==> config.mk <==
export PLATFORM = sky130hd
export DESIGN_NAME = uart_rx_fifo
export DESIGN_NICKNAME = d
export VERILOG_FILES = /design/src/rtl/uart_rx_fifo.sv
export SDC_FILE = /design/constraint.sdc
export NUM_CORES = 1
export LEC_CHECK = 0
export CAP_MARGIN = 25
export CORE_MARGIN = 1.5
export CORE_UTILIZATION = 25
export CTS_BUF_LIST = sky130_fd_sc_hd__clkbuf_4
export DETAILED_ROUTE_END_ITERATION = 7
export MAX_ROUTING_LAYER = met4
export SETUP_SLACK_MARGIN = 0.4
export SYNTH_ARGS = -nofsm -noshare
export SYNTH_HDL_FRONTEND = slang
export SYNTH_SLANG_ARGS = --single-unit
==> constraint.sdc <==
create_clock -name clk -period 4 [get_ports clk]
set_clock_uncertainty 0.1 [all_clocks]
set_input_delay 0.8 -clock clk [delete_from_list [all_inputs] [get_ports clk]]
set_output_delay 0.8 -clock clk [all_outputs]
set_load 0.05 [all_outputs]
==> src/rtl/uart_rx_fifo.sv <==
// UART receive FIFO: edge-detected capture of {frame_err, data}, level/irq/overrun status.
// Optional idle timeout when UART_RX_FIFO_TIMEOUT_EN is defined.
module uart_rx_fifo #(
  parameter int DATA_W     = 16,
  parameter int DEPTH_LOG2 = 4
) (
  input  logic                  clk,
  input  logic                  rst,
  input  logic [DATA_W-1:0]     rx_data,
  input  logic                  rx_new_data,
  input  logic                  rx_frame_err,
  input  logic                  flush,
  input  logic                  rd_en,
`ifdef UART_RX_FIFO_TIMEOUT_EN
  input  logic [23:0]           timeout_cycles,
  output logic                  timeout,
`endif
  output logic [DATA_W-1:0]     rd_data,
  output logic                  rd_frame_err,
  output logic                  empty,
  output logic                  full,
  output logic [DEPTH_LOG2:0]   level,
  input  logic [DEPTH_LOG2:0]   irq_thresh,
  output logic                  irq_level,
  output logic                  overrun
);

  localparam int DEPTH = 1 << DEPTH_LOG2;
  localparam int LW    = DEPTH_LOG2 + 1;
  localparam logic [LW-1:0] LVL_FULL = LW'(DEPTH);

  logic [DATA_W:0]         mem [DEPTH];
  logic [DEPTH_LOG2-1:0]   wr_q, rd_q;
  logic [LW-1:0]           level_q, level_d;
  logic                    new_q;
  logic                    empty_q, full_q, irq_q, ovr_q;
  logic [DATA_W-1:0]       rd_data_q;
  logic                    rd_err_q;
  logic                    push, pop, wr_ok;

  assign push  = rx_new_data & ~new_q;
  assign pop   = rd_en & ~empty_q;
  // A full FIFO still accepts a word when a pop frees the slot the same cycle
  assign wr_ok = push & (~full_q | pop);

  always_comb begin
    level_d = level_q;
    if (flush) begin
      level_d = '0;
    end else begin
      unique case ({wr_ok, pop})
        2'b10:   level_d = level_q + 1'b1;
        2'b01:   level_d = level_q - 1'b1;
        default: level_d = level_q;
      endcase
    end
  end

  always_ff @(posedge clk) begin
    if (!rst && !flush && wr_ok) begin
      mem[wr_q] <= {rx_frame_err, rx_data};
    end
  end

  always_ff @(posedge clk) begin
    if (rst) begin
      wr_q      <= '0;
      rd_q      <= '0;
      level_q   <= '0;
      new_q     <= 1'b0;
      empty_q   <= 1'b1;
      full_q    <= 1'b0;
      irq_q     <= 1'b0;
      ovr_q     <= 1'b0;
      rd_data_q <= '0;
      rd_err_q  <= 1'b0;
    end else begin
      new_q   <= rx_new_data;
      level_q <= level_d;
      empty_q <= (level_d == '0);
      full_q  <= (level_d == LVL_FULL);
      irq_q   <= (irq_thresh != '0) && (level_d >= irq_thresh);
      if (flush) begin
        wr_q  <= '0;
        rd_q  <= '0;
        ovr_q <= 1'b0;
      end else begin
        if (wr_ok) wr_q <= wr_q + 1'b1;
        if (push && !wr_ok) ovr_q <= 1'b1;
        if (pop) begin
          rd_q      <= rd_q + 1'b1;
          rd_data_q <= mem[rd_q][DATA_W-1:0];
          rd_err_q  <= mem[rd_q][DATA_W];
        end
      end
    end
  end

`ifdef UART_RX_FIFO_TIMEOUT_EN
  logic [23:0] cnt_q;
  logic        tmo_q;

  always_ff @(posedge clk) begin
    if (rst) begin
      cnt_q <= '0;
      tmo_q <= 1'b0;
    end else begin
      if (flush || wr_ok || pop || empty_q) cnt_q <= '0;
      else if (cnt_q != 24'hFF_FFFF) cnt_q <= cnt_q + 24'd1;
      if (flush || pop) tmo_q <= 1'b0;
      else if (cnt_q == timeout_cycles && timeout_cycles != '0 && !empty_q)
        tmo_q <= 1'b1;
    end
  end

  assign timeout = tmo_q;
`endif

  assign rd_data      = rd_data_q;
  assign rd_frame_err = rd_err_q;
  assign empty        = empty_q;
  assign full         = full_q;
  assign level        = level_q;
  assign irq_level    = irq_q;
  assign overrun      = ovr_q;

endmodule

==> reports/metrics.csv <==
stage,metric,value,unit
synth,synth.area.top_cells,"edfxtp_1 (68%), mux4_2 (11%), dfxtp_1 (5.8%), mux4_1 (5.5%), a32o_1 (1.4%)",
global_route,vias_in_the_first_global_route,6269,
sta,layout_worst_path_cycle_share,0.822,
synth,yosys.cell_types.count,35,
worst_setup_path,crit-reg2reg-capture,irq_level$_SDFF_PP0_,
sta,final_max_slew_viol_count,0,
sta,setup_ws,712,ps
sta,fmax,304,MHz
cts,worst_setup_hold_path_clk_slew,60,ps
synth,synthDominantAreaCellType,edfxtp_1,
worst_setup_path,flop2flop_setup_slack,990,ps
sta,max-slew-margin-rel,0.419,
synth,yosys_warnings,0,
worst_setup_path,critPathTopFamily,adder cells,
floorplanning,die_y,222,µm
route,detail_route.iter0.violations,550,
worst_setup_path,worst_path_largest_cell_delay,480,ps
synth,synth_top_area_frac,0.681,
floorplanning,floorplan.io_pins,53,
outcome,status,"complete, no violations",
sta,setup_violations,0,
synth,synth_sequential_area_ratio,0.740,
worst_setup_path,cp_max_fanout,4,
worst_setup_path,path_buf_inv,2,
floorplanning,initial_utilization,0.252,
global_route,globalRouteTotalUtil,0.110,
floorplanning,rows,80,
worst_setup_path,cp_required,4480,ps
worst_setup_path,startpoint_of_the_worst_slack_reg_to_reg_timing_path,empty$_SDFF_PP1_,
route,detailroute.via_count,6004,
cts,cts_tree,built,
job,maxCapViolCount,0,
placed_design,number_of_cells_in_the_design_after_placement,1243,
route,via_per_inst,4.33,
placed_design,dpl.hpwl,15200,µm
cts,cts_htree_levels,3,
sta,setup_repair_after_global_routing_missed_its_margin,no,
finish,syn_to_final_growth,21.4,%
worst_hold_path,hold-path-endpoint,rd_data[6]$_SDFFE_PP0P_,
worst_setup_path,data_arrival_time_of_the_critical_path,3770,ps
placed_design,place.gp.congestion,0.763,
route,final_routed_wirelength,26000,µm
power,pwr_density_cell,442,mW/mm²
sta,timing_worst_slew_pin_value,871,ps
placed_design,io_buffers,52,
finish,layout.nets,748,
sta,totalNegativeSetupSlack,0,ps
worst_setup_path,cells_traversed_along_the_worst_timing_path,"clkdlybuf4s50_1, nor2b_1, and2_1, inv_1, ha_1, xor2_1, ha_1, a21oi_1, xor2_1, nor2_1, xnor2_1, nor2_1, ha_1, a21o_1, a21o_1, a21oi_1, a311oi_1",
route,wl_per_cell,18.8,µm
cts,max-clock-path-buffers,3,
finish,layout_common_cells,"edfxtp_1 (272), clkbuf_4 (123), mux4_2 (60), clkdlybuf4s50_1 (52), buf_4 (40)",
cts,num_cts_buffers,78,
synth,post_synth.cell_area_avg,21.2,µm²
worst_hold_path,timing.hold.worst.class,flop to flop,
worst_hold_path,worst_hold_startpoint,rd_data[6]$_SDFFE_PP0P_,
finish,layout.cells.most_common,edfxtp_1,
synth,synth_seq_cells,307,
worst_setup_path,cp_common_cell,ha_1,
cts,holdBufCountCts,0,
global_route,grt_antenna_before_repair,2,
global_route,grt_max_degree,38,
cts,clk-insertion-delay-late,700,ps
worst_hold_path,worstHoldPathCells,1,
global_route,grt_overflow_total,0,
worst_setup_path,worstSetupStartpointType,input pin,
sta,hold_viol_final,0,
global_route,grt_pass1_wl,39000,µm
synth,post_synth_instance_area,0.0120,mm²
sta,finalWorstPathRequiredPeriod,3290,ps
finish,final_layout_size_suffix_gt1_frac,0.326,
floorplanning,design.core.area,0.0475,mm²
worst_setup_path,worst-r2r-cell-count,17,
power,largest_voltage_drop_on_the_vdd_net,0.145,mV
route,firstDrtPassIters,4,
route,drc,0,
route,route.antenna.remaining_nets,0,
synth,syn-instance-count,565,
cts,postCtsSetupRepairBufs,0,
cts,cts_root_buf,clkbuf_4,
cts,cts.sink_count,307,
worst_setup_path,cpMaxStageDelayCell,clkdlybuf4s50_1,
worst_setup_path,worst-setup-path-type,input pin to flop,
cts,cts_resized,0,
worst_setup_path,crit_path_end_kind,flop,
floorplanning,die_width,222,µm
finish,post_layout_nonfiller_instances,1386,
placed_design,preCtsSetupSlack,38.0,ps
synth,synth_fp_nets,605,
floorplanning,dieArea,0.0493,mm²
power,power.leakage,4.67,nW
## final cells by class
class                           instances  area, µm²
Clock inverter                         17        116
Clock buffer                          123        923
Multi-Input combinational cell        218       2960
Antenna cell                            3       7.51
Timing Repair Buffer                   94        861
Sequential cell                       307       8870
Fill cell                            4574      33000
Tap cell                              615        769
Inverter                                9       33.8
## flip-flops by register name, summed over array words and instances, names as in the netlist
signal and cells:
new_q 1, full 1, rd_frame_err 1, wr_q 4, mem 272, irq_level 1, overrun 1, level 5
empty 1, rd_data 16, rd_q 4
## worst register-to-register path: stages (launching register included)
cell	delay (ps)
dfxtp_1	300
nand2b_1	150
nand2_1	60
and2_1	160
inv_1	80
ha_1	200
xor2_1	170
ha_1	240
a21oi_1	160
xor2_1	160
nor2_1	60
xnor2_1	190
nor2_1	60
ha_1	260
a21o_1	160
a21o_1	170
a21oi_1	140
a311oi_1	60
## cells by family after synthesis
family | after synthesis | synth area share
AO/OA/AOI/OAI | 37 | 0.0250
multiplexers | 86 | 0.168
adder cells (fa/ha/maj) | 13 | 0.0136
AND/OR/NAND/NOR | 69 | 0.0262
buffers and inverters | 40 | 0.0174
XOR/XNOR | 13 | 0.00950
flip-flops | 307 | 0.740
## synthesized netlist by cell type
master / instances
a2bb2oi_1: 1
a32o_1: 17
a31oi_1: 1
edfxtp_1: 272
buf_6: 7
buf_4: 1
or3b_2: 1
buf_1: 3
nor3b_1: 2
or2_2: 1
nand2b_1: 5
o21ai_0: 3
ha_1: 13
mux2i_1: 1
mux4_2: 60
xnor2_1: 6
dfxtp_1: 35
nor3_1: 7
nand4_1: 2
o21bai_1: 1
nand3_1: 1
o31ai_1: 1
a21oi_1: 6
mux4_1: 25
a311oi_1: 1
a21o_1: 5
xor2_1: 7
buf_2: 2
inv_1: 9
and2_1: 2
nand2_1: 12
clkbuf_1: 18
nor2b_1: 3
o211ai_1: 1
nor2_1: 33
## per-layer routing
layer,global-route usage,part of all wire,up-vias
met3,0.0376,0.087,35
met2,0.169,0.48,208
met1,0.136,0.42,3060
met4,0.0347,0.014,0
li1,-,-,2701
met5,-,0,-
## through the flow
| step | hold slack (ps) | power, mW | area (µm²) | utilization |
|---|---|---|---|---|
| after global placement | 348 | 3.78 | 13500 | 0.284 |
| after detailed placement | 356 | 3.78 | 13500 | 0.284 |
| after CTS | 369 | 6.52 | 14500 | 0.306 |
| final | 367 | 6.42 | 14500 | 0.306 |
| after global routing | 383 | 6.70 | 14500 | 0.306 |
| after floorplan | 454 | 3.68 | 12000 | - |
## worst max-delay path by stage
stage / from / end / slack [ps] / depth (start not counted)
2_1_floorplan: rd_en / irq_level$_SDFF_PP0_ / 440 / 18
3_3_place_gp: rx_new_data / irq_level$_SDFF_PP0_ / 60 / 17
3_5_place_dp: rx_new_data / irq_level$_SDFF_PP0_ / 40 / 17
4_1_cts: rx_new_data / irq_level$_SDFF_PP0_ / 800 / 17
5_1_grt: rx_new_data / irq_level$_SDFF_PP0_ / 540 / 17
6_report: rx_new_data / irq_level$_SDFF_PP0_ / 710 / 17
## power breakdown
part           switching [mW]  total, mW  internal [mW]
clock network            1.19       2.71           1.52
logic                   0.120      0.206         0.0858
registers             0.00992       3.51           3.50
total                    1.32       6.42           5.10
Note: power is estimated with default switching activity, not from simulation.
